--- config.mk ---
export PLATFORM = sky130hd
export DESIGN_NAME = multi_thread_instruction_queue
export DESIGN_NICKNAME = d
export VERILOG_FILES = /design/src/rtl/multi_thread_instruction_queue_pkg.sv /design/src/rtl/multi_thread_instruction_queue_ib_thread_queue.sv /design/src/rtl/multi_thread_instruction_queue.sv
export SDC_FILE = /design/constraint.sdc
export NUM_CORES = 1
export LEC_CHECK = 0
export BUFFER_PORTS_ARGS = -buffer_cell sky130_fd_sc_hd__buf_2
export CAP_MARGIN = 10
export CORE_MARGIN = 5
export CORE_UTILIZATION = 36
export CTS_BUF_LIST = sky130_fd_sc_hd__clkbuf_8
export DETAILED_ROUTE_END_ITERATION = 8
export GPL_TIMING_DRIVEN = 0
export PLACE_DENSITY = 0.62
export SLEW_MARGIN = 15
export SYNTH_ARGS = -nofsm -noshare
export SYNTH_HDL_FRONTEND = slang
export SYNTH_HIERARCHICAL = 1
export SYNTH_SLANG_ARGS = --single-unit
--- constraint.sdc ---
create_clock -name clk -period 8.2 [get_ports clk]
set_input_delay 0.41 -clock clk [delete_from_list [all_inputs] [get_ports clk]]
set_output_delay 0.41 -clock clk [all_outputs]
set_load 0.01 [all_outputs]
--- src/rtl/multi_thread_instruction_queue_pkg.sv ---
// Shared types for the per-thread decoded-instruction queue: thread ids,
// issue pipe selectors and the decoded-instruction record.
package multi_thread_instruction_queue_pkg;

  localparam int THREAD_NUMB_DEF = 4;
  localparam int PIPE_NUMB       = 4;
  localparam int THREAD_ID_W     = 2;
  localparam int DEPTH_DEF       = 8;

  typedef logic [THREAD_ID_W-1:0] thread_id_t;

  typedef enum logic [1:0] {
    PIPE_INT = 2'd0,
    PIPE_FP  = 2'd1,
    PIPE_MEM = 2'd2,
    PIPE_BR  = 2'd3
  } pipe_sel_t;

  typedef struct packed {
    thread_id_t  thread_id;
    pipe_sel_t   pipe_sel;
    logic [7:0]  opcode;
    logic [31:0] pc;
  } instruction_decoded_t;

  function automatic int occ_width(input int depth);
    return $clog2(depth + 1);
  endfunction

  typedef logic [occ_width(DEPTH_DEF)-1:0] ib_occupancy_t;

endpackage

--- src/rtl/multi_thread_instruction_queue_ib_thread_queue.sv ---
// One thread's circular instruction queue; full/empty are decided from the
// occupancy counter alone, and error flags are sticky until reset.
module ib_thread_queue
  import multi_thread_instruction_queue_pkg::*;
#(
  parameter int DEPTH    = 8,
  parameter int AF_SLACK = 5,
  parameter int OCC_W    = 4
) (
  input  logic                 clk,
  input  logic                 reset_n,
  input  logic                 enq_i,
  input  logic                 deq_i,
  input  logic                 flush_i,
  input  instruction_decoded_t wdata_i,
  output instruction_decoded_t head_o,
  output logic [OCC_W-1:0]     occupancy_o,
  output logic                 almost_full_o,
  output logic                 overflow_err_o,
  output logic                 underflow_err_o
);

  localparam int PTR_W = $clog2(DEPTH);

  instruction_decoded_t mem_q [DEPTH];
  logic [PTR_W-1:0] head_q, head_d, tail_q, tail_d;
  logic [OCC_W-1:0] occ_q, occ_d;
  logic             ovf_q, ovf_d, udf_q, udf_d;
  logic             empty_s, full_s, wr_s, rd_s;

  always_comb begin
    empty_s = (occ_q == OCC_W'(0));
    full_s  = (occ_q == OCC_W'(DEPTH));
    wr_s    = enq_i & ~flush_i & ~full_s;
    rd_s    = deq_i & ~flush_i & ~empty_s;
    head_d  = head_q;
    tail_d  = tail_q;
    occ_d   = occ_q;
    ovf_d   = ovf_q;
    udf_d   = udf_q;
    if (flush_i) begin
      head_d = PTR_W'(0);
      tail_d = PTR_W'(0);
      occ_d  = OCC_W'(0);
    end else begin
      if (wr_s) tail_d = tail_q + PTR_W'(1);
      if (rd_s) head_d = head_q + PTR_W'(1);
      if (wr_s && !rd_s) begin
        occ_d = occ_q + OCC_W'(1);
      end else if (rd_s && !wr_s) begin
        occ_d = occ_q - OCC_W'(1);
      end else begin
        occ_d = occ_q;
      end
      // A full queue never reuses the slot freed by a same-cycle dequeue.
      ovf_d = ovf_q | (enq_i & full_s);
      udf_d = udf_q | (deq_i & empty_s);
    end
  end

  always_ff @(posedge clk or negedge reset_n) begin
    if (!reset_n) begin
      head_q <= PTR_W'(0);
      tail_q <= PTR_W'(0);
      occ_q  <= OCC_W'(0);
      ovf_q  <= 1'b0;
      udf_q  <= 1'b0;
    end else begin
      head_q <= head_d;
      tail_q <= tail_d;
      occ_q  <= occ_d;
      ovf_q  <= ovf_d;
      udf_q  <= udf_d;
    end
  end

  always_ff @(posedge clk) begin
    if (wr_s) mem_q[tail_q] <= wdata_i;
  end

  assign head_o          = mem_q[head_q];
  assign occupancy_o     = occ_q;
  assign almost_full_o   = (occ_q >= OCC_W'(DEPTH - AF_SLACK));
  assign overflow_err_o  = ovf_q;
  assign underflow_err_o = udf_q;

endmodule

--- src/rtl/multi_thread_instruction_queue.sv ---
// Per-thread decoded-instruction queues between Decode and the scheduler:
// enqueue demux by thread id, rollback flush, and enable/stall issue gating.
module multi_thread_instruction_queue
  import multi_thread_instruction_queue_pkg::*;
#(
  parameter int  THREAD_NUMB = THREAD_NUMB_DEF,
  parameter int  DEPTH       = 8,
  parameter int  AF_SLACK    = 5,
  localparam int OCC_W       = $clog2(DEPTH + 1)
) (
  input  logic                                        clk,
  input  logic                                        reset_n,
  input  logic                                        enable,
  input  logic                                        dec_valid,
  input  instruction_decoded_t                        dec_instr,
  input  logic [THREAD_NUMB-1:0]                      is_thread_scheduled_mask,
  input  logic [THREAD_NUMB-1:0]                      rb_valid,
  input  logic [THREAD_NUMB-1:0][PIPE_NUMB-1:0]       pipe_stall_mask,
  output logic [THREAD_NUMB-1:0]                      ib_fifo_full,
  output logic [THREAD_NUMB-1:0]                      ib_instructions_valid,
  output instruction_decoded_t [THREAD_NUMB-1:0]      ib_instructions,
  output logic [THREAD_NUMB-1:0][OCC_W-1:0]           ib_occupancy,
  output logic [THREAD_NUMB-1:0]                      ib_overflow_err,
  output logic [THREAD_NUMB-1:0]                      ib_underflow_err
);

  logic [THREAD_NUMB-1:0] enq_s, deq_s;

  for (genvar t = 0; t < THREAD_NUMB; t++) begin : g_thread
    assign enq_s[t] = dec_valid & (dec_instr.thread_id == thread_id_t'(t)) & ~rb_valid[t];
    assign deq_s[t] = is_thread_scheduled_mask[t] & ~rb_valid[t];

    ib_thread_queue #(
      .DEPTH    (DEPTH),
      .AF_SLACK (AF_SLACK),
      .OCC_W    (OCC_W)
    ) u_queue (
      .clk             (clk),
      .reset_n         (reset_n),
      .enq_i           (enq_s[t]),
      .deq_i           (deq_s[t]),
      .flush_i         (rb_valid[t]),
      .wdata_i         (dec_instr),
      .head_o          (ib_instructions[t]),
      .occupancy_o     (ib_occupancy[t]),
      .almost_full_o   (ib_fifo_full[t]),
      .overflow_err_o  (ib_overflow_err[t]),
      .underflow_err_o (ib_underflow_err[t])
    );
  end

  // Issue gating uses registered occupancy only, never the same-cycle dequeue.
  always_comb begin
    ib_instructions_valid = '0;
    for (int t = 0; t < THREAD_NUMB; t++) begin
      if (ib_occupancy[t] != OCC_W'(0)) begin
        ib_instructions_valid[t] = enable & ~pipe_stall_mask[t][ib_instructions[t].pipe_sel];
      end else begin
        ib_instructions_valid[t] = 1'b0;
      end
    end
  end

endmodule

[Word level (Yosys, flattened, before mapping)]
Memory sizes are Yosys's and may differ from the RTL's.
Cells that the tools add are included.
Cells by class
  bitwise gates (word level): 64
  eq/ne operators: 7
  muxes and demuxes: 48
  reduce and logical (&&, ||, !) cells: 37
  order comparisons: 8
  add/subtract/negate cells: 16
Operators by type and width (count)
  $mux W3: 16
  $mux W4: 12
  $and A1 B1 Y1: 40
  $add A3 B1 Y3 const B: 8
  $add A4 B1 Y4 const B: 4
  $eq A4 B4 Y1 const B: 4
  $ge A4 B2 Y1 const B: 4
  $logic_not A4 Y1: 4
  $mux W1: 16
  $not A1 Y1: 16
  $reduce_bool A2 Y1: 8
  $reduce_bool A4 Y1: 4
  $sub A4 B1 Y4 const B: 4
  $lt A2 B3 Y1 const B: 4
  $reduce_bool A3 Y1: 4
  $bmux W1 S2: 4
  $logic_and A1 B1 Y1: 8
  $logic_not A1 Y1: 8
  $or A1 B1 Y1: 8
  $eq A2 B2 Y1 const B: 2
  $eq A2 B1 Y1 const B: 1
  $logic_not A2 Y1: 1
Storage, ports and cells
  word-level logic and storage cells: 204
  register bits after elaboration: 48
  input port bits: 72
  output and inout bits: 208
  RAM bits: 1408
  memories: 4
Memory list
  g_thread[0].u_queue.mem_q: depth 8, bits a word 44, read ports 1, clocked after memory_dff 0, wr ports 1, line multi_thread_instruction_queue_ib_thread_queue.sv:25  | instruction_decoded_t mem_q [DEPTH];
  g_thread[1].u_queue.mem_q: depth 8, bits a word 44, read ports 1, clocked after memory_dff 0, wr ports 1, line multi_thread_instruction_queue_ib_thread_queue.sv:25
  g_thread[2].u_queue.mem_q: depth 8, bits a word 44, read ports 1, clocked after memory_dff 0, wr ports 1, line multi_thread_instruction_queue_ib_thread_queue.sv:25
  g_thread[3].u_queue.mem_q: depth 8, bits a word 44, read ports 1, clocked after memory_dff 0, wr ports 1, line multi_thread_instruction_queue_ib_thread_queue.sv:25

[Longest topological paths before layout]
Gate-level depths: netlist of run 1.
  word-level depth: 10
  gate-level depth with buffers: 12
  gate-level depth less buffers: 12

[Hierarchy]
Netlist of run 1, hierarchy kept.
By module, submodules not included
  ib_thread_queue: area each 13924.6 um^2, cells each 592, instances 4, seq. area each 10870.4 um^2
  multi_thread_instruction_queue: area each 200.2 um^2, cells each 21, instances 1, seq. area each 0.0 um^2

[Worst setup path after synthesis of run 1]
No wires, ideal clock.
  path kind: input-to-reg
  start point: in dec_instr[42] in the netlist's numbering
  end point: mem g_thread[0].u_queue/mem_q[0][0] in the netlist's numbering, enable pin
  slack: 2325 ps
  data required time: 7645 ps
  library setup time: 555 ps
  path buffers: 0
  data arrival time: 5321 ps
  cell stages on the path: 4
  cells stage by stage: nor4b_1 nor2b_1 nand2_1 nor4_1
Between the ends
  longest elaborated chain between the ends: 7
RTL lines
  start: declaration: line multi_thread_instruction_queue.sv:15  | input instruction_decoded_t dec_instr,
  $logic_not A2 Y1: line multi_thread_instruction_queue.sv:30  | assign enq_s[t] = dec_valid & (dec_instr.thread_id == thread_id_t'(t)) & ~rb_valid[t];
  $and A1 B1 Y1 (2 in a row): line multi_thread_instruction_queue.sv:30
  $and A1 B1 Y1 (2 in a row): line multi_thread_instruction_queue_ib_thread_queue.sv:34  | wr_s = enq_i & ~flush_i & ~full_s;
  $mux W1: line multi_thread_instruction_queue_ib_thread_queue.sv:78  | if (wr_s) mem_q[tail_q] <= wdata_i;
  $mux W1 (not written as such): line multi_thread_instruction_queue_ib_thread_queue.sv:78
  end: declaration: line multi_thread_instruction_queue_ib_thread_queue.sv:25
No other way between the ends.

[Worst setup path in the final report of run 1]
  start point: reg g_thread[1].u_queue.head_q[2]
  end point: out ib_instructions_valid[1]
Between the ends
  longest elaborated chain between the ends: 6
RTL lines
  start: declaration: line multi_thread_instruction_queue_ib_thread_queue.sv:26  | logic [PTR_W-1:0] head_q, head_d, tail_q, tail_d;
  start signal: assignment: line multi_thread_instruction_queue_ib_thread_queue.sv:63  | head_q <= PTR_W'(0);
  start signal: assignment: line multi_thread_instruction_queue_ib_thread_queue.sv:69  | head_q <= head_d;
  $mem_v2 Z8 W44
  $bmux W1 S2: line multi_thread_instruction_queue.sv:57  | ib_instructions_valid[t] = enable & ~pipe_stall_mask[t][ib_instructions[t].pipe_sel];
  $mux W1 (not written as such): line multi_thread_instruction_queue.sv:57
  $not A1 Y1: line multi_thread_instruction_queue.sv:57
  $and A1 B1 Y1: line multi_thread_instruction_queue.sv:57
  $mux W1: line multi_thread_instruction_queue.sv:56  | if (ib_occupancy[t] != OCC_W'(0)) begin
  end: declaration: line multi_thread_instruction_queue.sv:20  | output logic [THREAD_NUMB-1:0] ib_instructions_valid,
No other way between the ends. The select of a mux whose other input is x is not followed.

==> results of run 1 <==
## kinds of logic (layout without fill, tap and decap cells)
logic type,count (synthesis),after routing
DFF,1456,1456
other,0,3
buffers and inverters,128,1010
xor gates and xnor gates,24,24
muxes,536,536
AOI/OAI and AO/OA,36,36
adders and majority gates,24,24
and+or+nand+nor,185,185
## synthesized netlist by cell type, drive strengths merged (8+ instances only)
library cell and number:
dfrtp 48, nand2 37, clkbuf 56, buf 52, mux4 356, edfxtp 1408, xor2 24, inv 20
nand3 16, nand2b 8, a21oi 12, nand3b 8, mux2 180, ha 20, a31o 8, nor2b 12
nor3 21, nor2 68
## flip-flops by register name, summed over array words and instances (netlist names)
signal / cells
g_thread.u_queue/head_q: 12
g_thread.u_queue/tail_q: 12
g_thread.u_queue/occupancy_o: 16
g_thread.u_queue/mem_q: 1408
g_thread.u_queue/underflow_err_o: 4
g_thread.u_queue/overflow_err_o: 4
## power by group through the flow
stage | sequential (W) | clock, W | combinational (W)
detailed placement | 0.00835 | 0 | 0.000628
floorplan | 0.00835 | 0 | 0.000320
global placement | 0.00835 | 0 | 0.000613
CTS | 0.00820 | 0.00580 | 0.000638
finish | 0.00820 | 0.00563 | 0.000620
global route | 0.00819 | 0.00618 | 0.000678
## routing by layer
| layer | vias up | wire length (um) | track usage [%] |
|---|---|---|---|
| met4 | 2 | 1870 | 3.70 |
| li1 | 11508 | - | - |
| met5 | - | 13 | 0 |
| met2 | 817 | 65400 | 26.7 |
| met3 | 143 | 8170 | 3.67 |
| met1 | 14358 | 58000 | 22.8 |
## critical path, delay by kind of cell, from the launching register on
family / cells / cell delay, ns
buffers and inverters: 3 / 1.56
DFF: 1 / 0.32
muxes: 2 / 0.88
and+or+nand+nor: 1 / 0.09
## through the flow
stage          utilization, %  setup TNS (ns)
6_report                 42.8               0
5_1_grt                  42.8               0
4_1_cts                  42.8               0
3_5_place_dp             40.0               0
3_3_place_gp             38.8         -920.33
2_1_floorplan               -               0
## worst max path at each step
stage / depth (start not counted) / end / slack [ns] / start
CTS: 6 / ib_instructions_valid[1] / 3.83 / g_thread[1].u_queue/head_q[2]$_DFFE_PN0P_
detailed placement: 11 / g_thread[1].u_queue/mem_q[4][15]$_DFFE_PP_ / 4.01 / dec_instr[42]
finish: 6 / ib_instructions_valid[1] / 4.03 / g_thread[1].u_queue/head_q[2]$_DFFE_PN0P_
global placement: 6 / g_thread[1].u_queue/mem_q[0][16]$_DFFE_PP_ / -3.41 / dec_instr[42]
global route: 6 / ib_instructions_valid[2] / 3.83 / g_thread[2].u_queue/head_q[2]$_DFFE_PN0P_
floorplan: 4 / g_thread[0].u_queue/mem_q[0][0]$_DFFE_PP_ / 2.32 / dec_instr[42]
## layout make-up
type / count / area share, %
multi-input combinational: 805 / 18.0
antenna: 3 / 0.0114
clock inverter: 191 / 1.53
buffer: 108 / 0.932
timing repair buffer: 458 / 4.81
inverter: 20 / 0.114
sequential: 1456 / 65.8
clock buffer: 233 / 4.85
tap: 2044 / 3.87
## what timing repair did
action                                  4_1_cts  5_1_grt
buffers inserted                              0        0
hold endpoints to repair                    199        0
endpoints found under the setup margin        0        0
hold buffers                                 20        0
==> results.cfg, run 1 <==
[drt]
vias_per_cell = 5.04
routed_wl_mm = 133
wire_per_inst_um = 25.1
first_pass_iters = 5
route.detailed.drc = 0
drt_iter0_drc = 1983
final_antenna_net_count = 0
vias = 26828

[place]
placed_cells = 4871
io_buffer_count = 279
place_congestion = 0.716
placedInstanceArea_um2 = 61600
dp_hpwl_mm = 90.2
pre_cts_slack_ns = 4.01

[synthesis]
ys_seq_elements = 1456
synth_area_leader_cell = edfxtp_1
synth-xor-area-share_pct = 0.376
synth_top_area_share_pct = 75.6
synthCells = 2389
yosys-mux-area-fraction_pct = 18.0
ys.flop_type = edfxtp_1
synth_cell_types = 33
syn_area_per_cell_um2 = 23.4
yosysWarningCount = 6
synthArstFlopShare_pct = 3.30
synthAdderAreaFrac_pct = 0.591
yosys-top-cells-area = edfxtp_1 76%, mux4_2 14%, mux2_2 3.5%, dfrtp_1 2.1%, nor2_1 0.46%
synth.yosys.seq_area_share_pct = 77.8
syn_area_um2 = 55900
syn-num-nets = 2485
synth_top_family_by_area = multiplexers
yosys.area_share.simple_pct = 1.58
synth_compound_area_share_pct = 0.430
synth_edf_count = 1408

[sta]
skew_ns = 0.0635
fin_hold_ws_ns = 0.113
final-max-slew-violation-count = 0
tightest_slew_ns = 0.964
period_needed_ns = 4.17
timing.slew.headroom_pct = 35.7
fin_crit_sh_pct = 50.8
setup_viol = 0
rsz0062_at_grt = no
hold_viol_final = 0
layout_setup_ws_ns = 4.03
fmax_mhz = 240

[setup_path]
r2r_setup_slack_ns = 5.06
worstPathCellList = clkbuf_1 > clkbuf_1 > mux2_2 > mux4_2 > nor2_1 > buf_2
rr_worst_depth = 10
rr_endpoint = g_thread[0].u_queue/mem_q[4][16]$_DFFE_PP_
critPathMostFrequentCell = clkbuf_1
cp_data_required_time_ns = 7.79
critical-path-max-stage-delay_ns = 0.72
worstReg2RegStart = g_thread[0].u_queue/occupancy_o[3]$_DFFE_PN0P_
crit_path_top_delay_cell = clkbuf_1
endpoint_kind = output port
critPathMaxFanout = 10
startpoint_type = flip-flop
crit_arrival_ns = 3.76
path_class = flip-flop to output port

[final_layout]
drive_above_1_share_pct = 41.2
nets = 3175
design_area_um2 = 66100
multi_input_area_um2 = 11900
layout_common_cells = 1408 x edfxtp_1, 356 x mux4_2, 334 x buf_2, 233 x clkbuf_8, 176 x mux2_2
stdcell_count = 5318
layout_commonest_cell = edfxtp_1
regArea_um2 = 43500
fill_cells = 13385
syn2layout_area_growth_pct = 18.2

[floorplanning]
ioPinCount = 280
die_x_um = 404
die_area_um2 = 163000
initial_core_util_pct = 36.2
core_area_um2 = 154000
num_rows = 144
dieHeight_um = 404

[power_and_ir_drop]
intPower_w = 0.0113
cellPowerDensity_nw_per_um2 = 219
irDropWorstVdd_mv = 0.137
p_comb_share_pct = 4.3
swShare_pct = 21.8
power.net_switching_w = 0.00315
p_total_w = 0.0144
leakagePower_nw = 21.5
power_frac_clock_pct = 39.0
power_frac_seq_pct = 56.7

[grt]
grt_usage_pct = 16.4
grt.overflow.total = 0
grt_pass1_vias = 28308
grt_pass1_wl_mm = 195
grt_max_degree = 49
antenna_found_initial = 5

[status]
status = complete, no violations

[min_path]
hold_class = input port to flip-flop
holdCritStartpoint = dec_instr[26]
worstHoldEndpoint = g_thread[0].u_queue/mem_q[0][26]$_DFFE_PP_
hold_depth = 1

[run]
maxCapViolations = 0

[cts]
root_buffer = clkbuf_8
worstSkewPairLatency_ns = 0.90
clk_transition_reported_paths_ns = 0.06
clock-sinks = 1456
numCtsBuffers = 230
clk_path_buf_depth = 3
htreeDepth = 4
cts_resized = 0
cts_tree = yes
Power figures use the tool's default switching activity.
==> run 2: changes to the inputs <==
- ABC_AREA: not set -> 1
- PLACE_DENSITY: 0.62 -> 0.63
- clock period: 8.2 -> 3.8 ns (I/O delays scaled with it)
==> results.cfg, run 2 <==
[synthesis]
synth_cell_types = 27
synth_top_area_share_pct = 66.8
synth_commonest_cells = 2400 x nand2_1, 1464 x nor2_1, 1408 x edfxtp_1, 776 x inv_1, 170 x buf_2
syn_area_um2 = 63300
synthCells = 6532
synthArstFlopShare_pct = 3.30
synth.most_common_cell = nand2_1
ys.flop_type = edfxtp_1
yosysWarningCount = 6
synth_edf_count = 1408
ys_seq_elements = 1456
yosys-top-cells-area = edfxtp_1 67%, nand2_1 14%, nor2_1 8.7%, inv_1 4.6%, dfrtp_1 1.9%
synth.yosys.seq_area_share_pct = 68.7
syn_area_per_cell_um2 = 9.69
syn-num-nets = 6628
synth_area_leader_cell = edfxtp_1

[cts]
clk_transition_reported_paths_ns = 0.06
cts_setup_buffers = 0
root_buffer = clkbuf_8
htreeDepth = 4
worstSkewPairLatency_ns = 0.94
numCtsBuffers = 232
clk_path_buf_depth = 3
cts_tree = yes
clock-sinks = 1456

[sta]
fin_crit_sh_pct = 93.1
final-max-slew-violation-count = 0
tightest_slew_ns = 1.11
timing.slew.headroom_pct = 25.7
layout_setup_ws_ns = 0.264
rsz0062_at_grt = no
fin_hold_ws_ns = 0.175
hold_viol_final = 0
fmax_mhz = 283
setup_viol = 0
skew_ns = 0.0268
period_needed_ns = 3.54

[power_and_ir_drop]
p_comb_share_pct = 6.5
p_total_w = 0.0317
power_frac_clock_pct = 37.7
intPower_w = 0.0241
power_frac_seq_pct = 55.8
power.net_switching_w = 0.00757
swShare_pct = 23.9
cellPowerDensity_nw_per_um2 = 430
leakagePower_nw = 31.4
irDropWorstVdd_mv = 0.366

[floorplanning]
ioPinCount = 280
core_area_um2 = 176000
die_area_um2 = 184000
die_x_um = 429
num_rows = 154
dieHeight_um = 429
initial_core_util_pct = 36.1

[place]
placed_cells = 9237
dp_hpwl_mm = 117
pre_cts_slack_ns = -0.926
io_buffer_count = 279
place_congestion = 0.824
placedInstanceArea_um2 = 68900

[setup_path]
startpoint_type = flip-flop
cp_data_required_time_ns = 3.61
path_class = flip-flop to output port
critPathMaxFanout = 10
endpoint_kind = output port
crit_arrival_ns = 3.35

[final_layout]
layout_commonest_cell = nand2_1
stdcell_count = 9722
syn2layout_area_growth_pct = 16.4
design_area_um2 = 73700
largest_reg_flops = 1408
drive_above_1_share_pct = 11.6
nets = 7294
largest-register = g_thread.u_queue/mem_q
layout_common_cells = 2400 x nand2_1, 1448 x nor2_1, 1408 x edfxtp_1, 872 x inv_1, 445 x buf_2

[drt]
met3_length_mm = 10.5
drt_iter0_drc = 3368
vias = 43923
route.detailed.drc = 0
routed_wl_mm = 177
vias_per_cell = 4.52
wire_per_inst_um = 18.3
first_pass_iters = 7
drt-met1-wl_mm = 73.8
final_antenna_net_count = 0
routed.top_layer = met4
wl_met2_mm = 87.6

[grt]
grt_pass1_wl_mm = 264
grt_usage_pct = 18.9
grt_pass1_vias = 43092
grt.overflow.total = 0
grt_max_degree = 37
antenna_found_initial = 13

[status]
status = complete, no violations

[min_path]
hold_class = input port to flip-flop

[run]
maxCapViolations = 0
## run 2: changes by cell type in the layout (fill, tap and decap cells not counted), sizes merged, moves of 26 or more
cell	before	now
buf	490	556
clkbuf	289	315
dlygate4sd3	20	65
inv	111	879
mux2	180	0
mux4	356	0
nand2	37	2400
nand3	16	48
nor2	68	1464
## run 2: layout make-up
type / instances / area (um2)
plain buffers: 268 / 1280
clock buffers: 237 / 3260
repair buffers: 432 / 3140
flip-flops and latches: 1456 / 43500
multi-input cells: 4020 / 15800
clock inverters: 177 / 800
fillers: 16698 / 102000
well taps: 2340 / 2930
diodes: 4 / 10.0
inverters: 788 / 2960
## run 2: cell families after synthesis
group	Yosys count	share of synthesized area (%)
xor+xnor	12	0.166
flops	1456	68.7
simple gates	3948	23.6
buf+inv	1056	6.69
compound gates	36	0.340
fa+ha+maj	24	0.522
## run 2: power by group through the flow
stage | sequential [W] | clock, W | combinational (W)
final | 0.0177 | 0.0120 | 0.00206
after global placement | 0.0180 | 0 | 0.00198
after CTS | 0.0177 | 0.0123 | 0.00210
after detailed placement | 0.0180 | 0 | 0.00203
after floorplan | 0.0180 | 0 | 0.000988
after global routing | 0.0177 | 0.0130 | 0.00229
## run 2: worst max-delay path, stage by stage, from the launching register on
cell     delay [ns]
dfrtp_1        0.42
buf_2          0.34
buf_4          0.31
buf_2          0.30
nand2_1        0.08
nand2_1        0.06
nand2_1        0.06
nand2_1        0.07
nand2_1        0.16
or2_1          0.27
nand3_1        0.07
nand2_1        0.06
nor2_1         0.08
buf_2          0.13
## run 2: final timing paths
check                                                                start                                         endpoint  slack (ns)  depth (start not counted)
max in group asynchronous                                          reset_n        g_thread[2].u_queue/head_q[1]$_DFFE_PN0P_        2.37                          4
setup / recovery                 g_thread[0].u_queue/head_q[0]$_DFFE_PN0P_                         ib_instructions_valid[0]        0.26                         13
hold reg to reg            g_thread[1].u_queue/underflow_err_o$_DFFE_PN0N_  g_thread[1].u_queue/underflow_err_o$_DFFE_PN0N_        0.47                          1
min in group asynchronous                                          reset_n        g_thread[1].u_queue/tail_q[0]$_DFFE_PN0P_        0.60                          3
setup reg to reg                 g_thread[1].u_queue/head_q[2]$_DFFE_PN0P_        g_thread[1].u_queue/head_q[2]$_DFFE_PN0P_        1.03                          6
hold / removal                                                 rb_valid[0]        g_thread[0].u_queue/tail_q[2]$_DFFE_PN0P_        0.17                          5
## run 2: repair_timing
item	CTS	global route
resized for setup	0	5
setup endpoints to repair	0	3
hold buffers	67	0
endpoints found under the hold margin	1511	0
## run 2: metal layers
metal,track usage [%],vias up
met3,3.50,272
met1,23.7,20697
met4,6.42,0
li1,-,21721
met2,32.9,1233
met5,0,-
## run 2: through the flow
step	util (%)	setup TNS (ns)
floorplan	-	-267.69
global placement	38.6	-4101.53
detailed placement	39.3	-390.14
CTS	42.0	0
global route	42.0	0
finish	42.0	0
